## src/rtl/usb_fifo_pkg.sv

```systemverilog
// Shared definitions for the USB FIFO scheduler: FSM state encoding,
// requester port identifiers and default strobe/timeout timings.
package usb_fifo_pkg;

   typedef enum logic [2:0] {
      ST_IDLE,
      ST_WAIT_RDY,
      ST_RD_PULSE,
      ST_WR_PULSE,
      ST_RECOVER
   } state_t;

   // Requester identifiers, also used as the round-robin last-grant pointer
   localparam logic PORT_SNES = 1'b0;
   localparam logic PORT_PRG  = 1'b1;

   // Default timings in clk cycles
   localparam int T_RD_CYC_DEF    = 4;
   localparam int T_WR_CYC_DEF    = 3;
   localparam int T_REC_CYC_DEF   = 2;
   localparam int TIMEOUT_CYC_DEF = 255;

endpackage

```

## src/rtl/usb_sync2.sv

```systemverilog
// Two-flop synchronizer for an asynchronous active-low FIFO status line.
// Resets to 1 so the FIFO reads as "not ready" until real samples arrive.
module usb_sync2 (
   input  logic clk,
   input  logic rst_n,
   input  logic d,
   output logic q
);

   logic meta;

   // Two-stage capture; first stage may go metastable, second resolves it
   always_ff @(posedge clk or negedge rst_n) begin
      if (!rst_n) begin
         meta <= 1'b1;
         q    <= 1'b1;
      end else begin
         meta <= d;
         q    <= meta;
      end
   end

endmodule

```

## src/rtl/usb_fifo_sched.sv

```systemverilog
// USB FIFO access scheduler: arbitrates SNES and bootloader-programming
// requests onto a single asynchronous USB FIFO and generates the read/write
// strobes with fixed pulse and recovery widths.
// Optional feature: define USB_FIFO_TIMEOUT_EN to abandon an operation whose
// FIFO never becomes ready within TIMEOUT_CYC cycles (ack with timeout_err).
module usb_fifo_sched
   import usb_fifo_pkg::*;
#(
   parameter int T_RD_CYC    = T_RD_CYC_DEF,
   parameter int T_WR_CYC    = T_WR_CYC_DEF,
   parameter int T_REC_CYC   = T_REC_CYC_DEF,
   parameter int TIMEOUT_CYC = TIMEOUT_CYC_DEF
) (
   input  logic       clk,
   input  logic       rst_n,
   input  logic       snes_rd_req,
   input  logic       snes_wr_req,
   input  logic [7:0] snes_wdata,
   output logic       snes_ack,
   input  logic       prg_rd_req,
   output logic       prg_ack,
   output logic [7:0] rdata,
   output logic       timeout_err,
   input  logic       usb_rxf_n,
   input  logic       usb_txe_n,
   output logic       usb_rd_n,
   output logic       usb_wr_n,
   input  logic [7:0] usb_din,
   output logic [7:0] usb_dout,
   output logic       usb_doe,
   output logic       busy
);

   if (T_RD_CYC < 1 || T_RD_CYC > 15) begin : g_bad_rd
      $error("T_RD_CYC must be within 1..15");
   end
   if (T_WR_CYC < 1 || T_WR_CYC > 15) begin : g_bad_wr
      $error("T_WR_CYC must be within 1..15");
   end
   if (T_REC_CYC < 1 || T_REC_CYC > 15) begin : g_bad_rec
      $error("T_REC_CYC must be within 1..15");
   end
   if (TIMEOUT_CYC < 1 || TIMEOUT_CYC > 255) begin : g_bad_tmo
      $error("TIMEOUT_CYC must be within 1..255");
   end

   localparam logic [3:0] RD_LAST  = 4'(T_RD_CYC - 1);
   localparam logic [3:0] WR_LAST  = 4'(T_WR_CYC - 1);
   localparam logic [3:0] REC_LAST = 4'(T_REC_CYC - 1);

   state_t     state, state_nx;
   logic [3:0] cnt, cnt_nx;
   logic       rxf_s, txe_s;
   logic       last_grant, port_q, op_wr;
   logic       snes_req;
   logic       grant_en, grant_port, grant_wr;
   logic       ack_set, rd_capture, tmo_hit;

   usb_sync2 u_sync_rxf (
      .clk   (clk),
      .rst_n (rst_n),
      .d     (usb_rxf_n),
      .q     (rxf_s)
   );

   usb_sync2 u_sync_txe (
      .clk   (clk),
      .rst_n (rst_n),
      .d     (usb_txe_n),
      .q     (txe_s)
   );

   assign snes_req = snes_rd_req | snes_wr_req;

   // Next-state, phase counter and grant decisions
   always_comb begin
      state_nx   = state;
      cnt_nx     = cnt + 4'd1;
      grant_en   = 1'b0;
      grant_port = PORT_SNES;
      grant_wr   = 1'b0;
      ack_set    = 1'b0;
      rd_capture = 1'b0;
      case (state)
         ST_IDLE: begin
            cnt_nx = '0;
            if (snes_req && prg_rd_req) begin
               grant_en   = 1'b1;
               grant_port = (last_grant == PORT_PRG) ? PORT_SNES : PORT_PRG;
            end else if (snes_req) begin
               grant_en   = 1'b1;
               grant_port = PORT_SNES;
            end else if (prg_rd_req) begin
               grant_en   = 1'b1;
               grant_port = PORT_PRG;
            end
            // A simultaneous SNES read+write serves the write; read stays pending
            grant_wr = (grant_port == PORT_SNES) && snes_wr_req;
            if (grant_en) begin
               state_nx = ST_WAIT_RDY;
            end
         end
         ST_WAIT_RDY: begin
            cnt_nx = '0;
            if (!op_wr && !rxf_s) begin
               state_nx = ST_RD_PULSE;
            end else if (op_wr && !txe_s) begin
               state_nx = ST_WR_PULSE;
            end else if (tmo_hit) begin
               state_nx = ST_IDLE;
               ack_set  = 1'b1;
            end
         end
         ST_RD_PULSE: begin
            if (cnt == RD_LAST) begin
               state_nx   = ST_RECOVER;
               cnt_nx     = '0;
               ack_set    = 1'b1;
               rd_capture = 1'b1;
            end
         end
         ST_WR_PULSE: begin
            if (cnt == WR_LAST) begin
               state_nx = ST_RECOVER;
               cnt_nx   = '0;
               ack_set  = 1'b1;
            end
         end
         ST_RECOVER: begin
            if (cnt == REC_LAST) begin
               state_nx = ST_IDLE;
               cnt_nx   = '0;
            end
         end
         default: begin
            state_nx = ST_IDLE;
            cnt_nx   = '0;
         end
      endcase
   end

   // State and phase counter registers
   always_ff @(posedge clk or negedge rst_n) begin
      if (!rst_n) begin
         state <= ST_IDLE;
         cnt   <= '0;
      end else begin
         state <= state_nx;
         cnt   <= cnt_nx;
      end
   end

   // Latch the granted port, operation and write byte; advance round-robin pointer
   always_ff @(posedge clk or negedge rst_n) begin
      if (!rst_n) begin
         last_grant <= PORT_PRG;
         port_q     <= PORT_SNES;
         op_wr      <= 1'b0;
         usb_dout   <= 8'h00;
      end else if (grant_en) begin
         last_grant <= grant_port;
         port_q     <= grant_port;
         op_wr      <= grant_wr;
         if (grant_wr) begin
            usb_dout <= snes_wdata;
         end
      end
   end

   // Capture FIFO data on the edge that ends the read strobe; hold otherwise
   always_ff @(posedge clk or negedge rst_n) begin
      if (!rst_n) begin
         rdata <= 8'h00;
      end else if (rd_capture) begin
         rdata <= usb_din;
      end
   end

   // Registered strobes, drive enable, acks and busy derived from the next state
   always_ff @(posedge clk or negedge rst_n) begin
      if (!rst_n) begin
         usb_rd_n <= 1'b1;
         usb_wr_n <= 1'b1;
         usb_doe  <= 1'b0;
         snes_ack <= 1'b0;
         prg_ack  <= 1'b0;
         busy     <= 1'b0;
      end else begin
         usb_rd_n <= (state_nx != ST_RD_PULSE);
         usb_wr_n <= (state_nx != ST_WR_PULSE);
         // Keep driving through the first recovery cycle for data hold
         usb_doe  <= (state_nx == ST_WR_PULSE) ||
                     ((state == ST_WR_PULSE) && (state_nx == ST_RECOVER));
         snes_ack <= ack_set && (port_q == PORT_SNES);
         prg_ack  <= ack_set && (port_q == PORT_PRG);
         busy     <= (state_nx != ST_IDLE);
      end
   end

`ifdef USB_FIFO_TIMEOUT_EN
   localparam logic [7:0] TMO_LAST = 8'(TIMEOUT_CYC - 1);

   logic [7:0] tmo_cnt;

   assign tmo_hit = (state == ST_WAIT_RDY) && (tmo_cnt == TMO_LAST);

   // Count cycles spent waiting for FIFO ready; flag an abandoned operation
   always_ff @(posedge clk or negedge rst_n) begin
      if (!rst_n) begin
         tmo_cnt     <= 8'h00;
         timeout_err <= 1'b0;
      end else begin
         tmo_cnt     <= (state == ST_WAIT_RDY) ? tmo_cnt + 8'd1 : 8'h00;
         timeout_err <= ack_set && (state == ST_WAIT_RDY);
      end
   end
`else
   assign tmo_hit     = 1'b0;
   assign timeout_err = 1'b0;
`endif

endmodule
```

## config.mk

```make
export PLATFORM = sky130hd
export DESIGN_NAME = usb_fifo_sched
export DESIGN_NICKNAME = d
export VERILOG_FILES = /design/src/rtl/usb_fifo_pkg.sv /design/src/rtl/usb_sync2.sv /design/src/rtl/usb_fifo_sched.sv
export SDC_FILE = /design/constraint.sdc
export NUM_CORES = 1
export LEC_CHECK = 0
export CORE_MARGIN = 2
export CORE_UTILIZATION = 46
export DETAILED_ROUTE_END_ITERATION = 10
export PLACE_DENSITY = 0.79
export REMOVE_ABC_BUFFERS = 1
export SLEW_MARGIN = 40
export SYNTH_ARGS = -nofsm -noshare
export SYNTH_HDL_FRONTEND = slang
export SYNTH_SLANG_ARGS = --single-unit
export TNS_END_PERCENT = 20
```

## constraint.sdc

```tcl
create_clock -name clk -period 2.09 [get_ports clk]
set_input_delay 0.3135 -clock clk [delete_from_list [all_inputs] [get_ports clk]]
set_output_delay 0.3135 -clock clk [all_outputs]
set_load 0.01 [all_outputs]
```

# After elaboration in Yosys (flattened, before gate mapping)
# Cells that the tools add are included.
# classes
bitwise_logic	3
addsub	1
n_eq_ne	11
muxes	26
n_reduce_logical	14
# ops
operator	n
two-way mux 3 bit	6
case mux 3 bit (5 select lines)	1
two-way mux 1 bit	14
two-way mux 4 bit	3
case mux 4 bit (3 select lines)	1
== test 3 x 2 -> 1 bit, second input constant	3
== test 4 x 2 -> 1 bit, second input constant	2
logical AND 1 bit	7
== test 3 bit, second input constant	2
!= test 3 x 2 -> 1 bit, second input constant	2
adder 4 x 1 -> 4 bit, second input constant	1
== test 4 x 1 -> 1 bit, second input constant	1
== test 3 x 1 -> 1 bit, second input constant	1
zero test 1 bit	3
zero test 3 bit	1
nonzero test 3 bit	1
NOT 1 bit	2
case mux 1 bit (2 select lines)	1
AND reduction 2 bit	1
logical OR 1 bit	1
bitwise OR 1 bit	1
# word_totals
ff_bits	36
word_cells	72
output_inout_bits	23

# Longest topological paths before layout
# Gate-level depths: netlist (run 1).
# depth
word_depth	9
ltp_mapped	5

# Cells and area by module
# From an unflattened synthesis (run 1), not the netlist that was laid out.
# hier_totals
cells_unflattened	110
area_unflattened_um2	1503.9
# modules_own_cells
module	cells_per_inst	area_each_um2	instances
usb_fifo_sched	106	1398.8	1
usb_sync2	2	52.6	2

# Least setup slack after synthesis (run 1)
# Ideal clock, no wire load.
# synth_timing
path_type	reg2reg
start	register cnt[0]
end	register cnt[2]
required_time_ps	1953
path_stages_with_launch	6
period_less_slack_ps	1621
n_path_buf	0
arrival_time_ps	1485
setup_time_ps	137
slack_ps	469
cell_sequence	dfrtp_1 inv_1 ha_1 or3b_1 a222oi_1 nor2_1
# synth_between
elab_chain_cells	3
elab_cells_between_ends	8
# synth_rtl
item	line_no	source
start, declared	usb_fifo_sched.sv:52	logic [3:0] cnt, cnt_nx;
start signal, assigned	usb_fifo_sched.sv:149	cnt <= cnt_nx;
adder 4 x 1 -> 4 bit, or another cell as far along	usb_fifo_sched.sv:78	cnt_nx = cnt + 4'd1;
two-way mux 4 bit (on tied branches)	usb_fifo_sched.sv:130, usb_fifo_sched.sv:115, usb_fifo_sched.sv:123	
case mux 4 bit (3 select lines) *	usb_fifo_sched.sv:84	case (state)
named net cnt_nx[2]	usb_fifo_sched.sv:52	
# Mark *: on every way through the listed nets, which the timed path passes. The rest lies on a longest branch.
# A chain may end at the register's enable or synchronous reset.

# Worst setup path after layout (run 1)
# layout_timing
start	register cnt[0]
end	register cnt[0]
# The elaborated chain is that of the path after synthesis.

==> results.tsv, run 1 <==
metric	value	unit
global route overflow	0	
boundary pin count	46	
endpoints failing setup	0	
RSZ-0062 raised after global routing	false	
syn avg cell area	13.09	sq um
1st-pass router iterations	4	
fin crit period	1.864	ns
Relative slew margins	66.00	%
Routed WL per cell	14.13	um
Yosys reg bits	36	
placed cells	203	
Leak	0.8851	nW
layout cells sized above 1	24.55	%
die height	61.20	um
Top FF cell, synth	dfrtp_1	
worst hold path class	input pin to flip-flop	
Mapped Area	1505	sq um
diode count	0	
Max Cap Violations	0	
r2r setup slk	0.23	ns
initial antenna violation count	0	
Worst Max-Slew Pin Slew	0.5101	ns
largest net degree at the start of global routing	37	
total power	2.880	mW
routability cong.	0.8107	
row count	20	
min-delay src	usb_txe_n	
DR WL met3	306	um
Via density	5.180	
Tcrit/Tclk final	89.19	%
run status	completed	
Mapped Cells	115	
nets	192	
DRT met1 WL	1137	um
top sig layer	met4	
most common cell after layout, fill and taps aside	clkdlybuf4s50_1	
design area	2081	sq um
WHS	0.3550	ns
Warnings, synthesis	0	
worst vdd ir	808.7	uV
CTS Buf Count	5	
total vias in the final route	1093	
DR iter-0 viols	14	
CTS max path bufs	2	
CTS sink cnt	36	
first-pass GRT wire length	4933	um
Worst Setup Start Kind	flip-flop	
Synth-to-Final Area Change	38.24	%
reg-to-reg startpoint	cnt[0]	
Worst Setup Path Type	flip-flop to flip-flop	
count of different cell masters after synthesis	34	
most frequent cells in the layout	clkdlybuf4s50_1 (44), dfrtp_1 (29), mux2_2 (17)	
Setup TNS	0	ns
Die ar.	3745	sq um
Die Span X	61.20	um
clk_lat worst skew	0.35	ns
Setup Skew	0.01333	ns
starting density of the core	48.90	%
Final Hold Fails	0	
fin cells	211	
GRT Util Overall	18.81	%
post-route ant nets	0	
core area	3078	sq um
Max Freq	0.5365	GHz
family with the most delay on the worst path	compound AO/OA/AOI/OAI gates	
Buf/Inv on CP	1	
crit path DAT	2.09	ns
buffers added on ports	44	
Worst-path clk slew	0.12	ns
number of global-route vias before repair	1155	
FFs w/ async S/R, synth	100.0	%
hold-fix buffers at CTS	0	
CP startpoint	cnt[0]	
Worst setup EP type	flip-flop	
crit path cell chain	inv_1 -> ha_1 -> or3b_1 -> a222oi_1 -> nor2_1	
metal2 WL	1460	um
sequential share of the synthesized area	60.43	%
H-tree depth	2	
drt total wl	2982	um
CTS tree	built	
Worst Path Required	2.32	ns
crit path max fanout	5	
EDFF count, synth	0	
buffer count from post-CTS setup fixing	0	
Worst path slowest cell	a222oi_1	
Gates resized, CTS repair	0	
dpl hpwl	2161	um
Power Density	1384	nW/um^2
CTS Root Cell	clkbuf_4	
DP Area	2001	sq um
max-slew violations	0	
crit-path max cell delay	0.52	ns
DRC viols	0	
cell usage after synthesis, types with 2 or more instances:
| master | number | area share [%] |
|---|---|---|
| nor3b_1 | 3 | 1.5 |
| nand3_2 | 2 | 1.3 |
| or3b_1 | 2 | 1.2 |
| nor2_1 | 10 | 2.5 |
| inv_1 | 6 | 1.5 |
| nand2_1 | 4 | 1.0 |
| mux2_2 | 17 | 13 |
| nand3_1 | 3 | 1.0 |
| a21oi_1 | 5 | 1.7 |
| nor3_1 | 2 | 0.67 |
| dfstp_2 | 7 | 12 |
| a22oi_1 | 2 | 1.0 |
| ha_1 | 3 | 2.5 |
| dfrtp_1 | 29 | 48 |
sequential cells by signal, indices dropped and copies added (netlist names):
signal,flops
busy,1
usb_rd_n,1
u_sync_txe.meta,1
snes_ack,1
u_sync_rxf.q,1
state,3
u_sync_rxf.meta,1
rdata,8
last_grant,1
usb_dout,8
u_sync_txe.q,1
port_q,1
op_wr,1
prg_ack,1
cnt,4
usb_doe,1
usb_wr_n,1
area by class of cell:
type                    count  area [sq um]
repair buffers             45         447.9
clock inverters             3         42.54
flip-flops and latches     36         909.6
multi-input cells          72         565.5
well taps                  44         55.05
fillers                   255         997.2
clock buffers               5         37.54
inverters                   6         22.52
final timing paths:
kind                                        end  depth (start not counted)
worst min-delay path            u_sync_txe.meta                          1
worst min register to register     u_sync_rxf.q                          0
worst max register to register           cnt[0]                          5
worst max-delay path                     cnt[0]                          5
max in group asynchronous            last_grant                          2
min in group asynchronous                  busy                          2
logic make-up (layout without fill, tap and decap cells):
| kind of cell | after synthesis | in the layout | share of synthesized area, % |
|---|---|---|---|
| compound gates | 14 | 14 | 6.317 |
| xor+xnor | 2 | 2 | 1.164 |
| fa+ha+maj | 3 | 3 | 2.494 |
| buf+inv | 7 | 59 | 1.995 |
| flops | 36 | 36 | 60.43 |
| mux | 18 | 18 | 13.38 |
| other cells | 1 | 1 | 0.2491 |
| simple gates | 34 | 34 | 13.97 |
metrics by stage:
step	utilization, %	worst slack (ns)
2_1_floorplan	-	0.4686
3_3_place_gp	65.00	0.3787
4_1_cts	67.60	0.2536
3_5_place_dp	65.00	0.2815
5_1_grt	67.60	0.1002
6_report	67.60	0.2260
routing by layer:
metal  GRT usage [%]  vias to the layer above
met4           10.25                        0
met2           29.33                       47
li1                -                      501
met5               0                        -
met3           10.50                       11
met1           20.30                      534
power by group:
group	total (mW)	internal, mW	switching (mW)	leakage (nW)
sequential	1.17	0.985	0.189	0.430
combinational	1.21	0.711	0.501	0.414
clock	0.494	0.249	0.244	0.0412
total	2.88	1.95	0.934	0.885
No activity file was read; power rests on OpenSTA's default activity.
==> run 2, diff against run 1 <==
CELL_PAD_IN_SITES_DETAIL_PLACEMENT = 0   (was unset)
CELL_PAD_IN_SITES_GLOBAL_PLACEMENT = 2   (was unset)
CORE_UTILIZATION = 30   (was 46)
PLACE_DENSITY = unset   (was 0.79)
PLACE_DENSITY_LB_ADDON = 0.1   (was unset)
==> run 2 against run 1 <==
Worst setup slack better by 0.048 ns; register-to-register slack better by 0.05 ns; non-clock buffer count unchanged; critical endpoint is now cnt[2]; largest cell class unchanged; highest routed layer unchanged.
==> results.tsv, run 2 (synthesis gave the netlist of run 1 again) <==
metric	value	unit	change
most frequent cells in the layout	clkdlybuf4s50_1 (43), dfrtp_1 (29), mux2_2 (17)		
first-pass GRT wire length	5085	um	+3.1%
largest net degree at the start of global routing	37		unchanged
reg-to-reg startpoint	cnt[0]		
number of global-route vias before repair	1115		-3.5%
Relative slew margins	66.63	%	+0.64 points
layout cells sized above 1	23.95	%	-0.60 points
total vias in the final route	1045		-4.4%
Setup TNS	0	ns	unchanged
clk_lat worst skew	0.29	ns	-0.06 ns
total power	2.961	mW	+2.8%
nets	192		unchanged
Max Cap Violations	0		unchanged
Via density	4.466		-14%
met3 usage in global routing	5.756	%	-4.7 points
Worst Path Required	2.24	ns	-0.08 ns
Die ar.	5600	sq um	+50%
DR iter-0 viols	33		+19
post-route ant nets	0		unchanged
DRC viols	0		unchanged
dpl hpwl	2083	um	-3.6%
largest registers	rdata x8, usb_dout x8, cnt x4		
Worst Setup Start Kind	flip-flop		
Worst-path clk slew	0.07	ns	-0.05 ns
Hold EP	u_sync_rxf.q		
starting density of the core	31.45	%	-17 points
Worst setup EP type	flip-flop		
RSZ-0062 raised after global routing	false		
r2r setup slk	0.27	ns	+0.05 ns
initial antenna violation count	0		unchanged
die height	74.83	um	+22%
1st-pass router iterations	4		unchanged
worst vdd ir	543.5	uV	-33%
global route overflow	0		unchanged
H-tree depth	2		unchanged
core area	4786	sq um	+55%
drt total wl	2885	um	-3.3%
Power Density	1386	nW/um^2	+0.12%
worst hold path class	flip-flop to flip-flop		
Reg2Reg Depth	5		unchanged
Tcrit/Tclk final	86.88	%	-2.3 points
CTS Root Cell	clkbuf_8		
CTS sink cnt	36		unchanged
max-slew violations	0		unchanged
Leak	0.8994	nW	+1.6%
fin crit period	1.816	ns	-0.04818 ns
Setup Skew	0.005287	ns	-0.008041 ns
CTS Buf Count	5		unchanged
most common cell after layout, fill and taps aside	clkdlybuf4s50_1		
placed cells	225		+11%
row count	25		+25%
Routed WL per cell	12.33	um	-13%
Min-Delay Path Depth	0		-1
crit path max fanout	5		unchanged
boundary pin count	46		unchanged
Final Hold Fails	0		unchanged
Synth-to-Final Area Change	41.98	%	
CTS tree	built		
CTS max path bufs	2		unchanged
Worst Setup Path Type	flip-flop to flip-flop		
buffers added on ports	44		unchanged
Max Freq	0.5507	GHz	+2.7%
endpoints failing setup	0		unchanged
run status	completed		
met2 GRT Util	18.13	%	-11 points
grt peak-use layer	met2		
met1 Usage GRT	15.23	%	-5.1 points
FF-to-FF End	cnt[2]		
GRT Util Overall	12.30	%	-6.5 points
diode count	0		unchanged
crit path DAT	1.97	ns	-0.12 ns
Die Span X	74.83	um	+22%
min-delay src	u_sync_rxf.meta		
Worst Max-Slew Pin Slew	0.5005	ns	-0.009531 ns
routability cong.	0.7321		-9.7%
fin cells	234		+11%
run 2: changes by cell type in the layout (fill, tap and decap cells not counted):
cell,before,now
clkinvlp_4,1,0
clkbuf_4,5,0
clkdlybuf4s50_1,44,43
clkbuf_1,0,1
dlygate4sd3_1,0,1
clkbuf_8,0,5
run 2: per-layer routing:
metal,vias up,wire (um)
met5,-,0
met4,0,57
met3,7,218
met2,31,1336
met1,499,1273
li1,508,-
run 2: worst max-delay path by stage:
stage / startpoint / endpoint / slack [ns] / cells past startpoint
after global placement: cnt[0] / cnt[3] / 0.33 / 5
after detailed placement: cnt[0] / cnt[2] / 0.27 / 5
after global routing: cnt[0] / cnt[0] / 0.17 / 5
after floorplan: cnt[0] / cnt[2] / 0.47 / 5
final: cnt[0] / cnt[2] / 0.27 / 5
after CTS: cnt[0] / cnt[2] / 0.25 / 5
run 2: timing repair:
| action | 4_1_cts | 5_1_grt |
|---|---|---|
| gates resized for setup | 0 | 0 |
| hold endpoints to repair | 0 | 1 |
| endpoints found under the setup margin | 0 | 0 |
| hold buffers | 0 | 1 |
| buffers inserted | 0 | 0 |
run 2: where the power goes:
part           total, mW  internal (mW)  switching [mW]  leakage (nW)
Combinational       1.20          0.710           0.489         0.415
Clock              0.592          0.354           0.238        0.0552
Sequential          1.17          0.988           0.182         0.430
Total               2.96           2.05           0.910         0.899
run 2: layout make-up:
type,instances,area (sq um)
tap,67,83.83
inverter,6,22.52
clock buffer,6,72.57
fill,460,2649
clock inverter,2,35.03
sequential,36,909.6
timing repair buffer,45,447.9
multi-input combinational,72,565.5
run 2: critical path: stages (launching register included):
cell      delay, ns
dfrtp_1        0.42
inv_1          0.07
ha_1           0.18
or3b_1         0.40
a222oi_1       0.52
nor2_1         0.10
run 2: per-stage QoR:
stage	hold WS, ns	area, sq um	setup slack (ns)	utilization (%)
6_report	0.3562	2137	0.2742	44.65
5_1_grt	0.3618	2137	0.1739	44.65
4_1_cts	0.1419	2125	0.2523	44.39
3_5_place_dp	0.3468	2017	0.2677	42.14
3_3_place_gp	0.3455	2017	0.3298	42.14
2_1_floorplan	0.01791	1498	0.4686	-
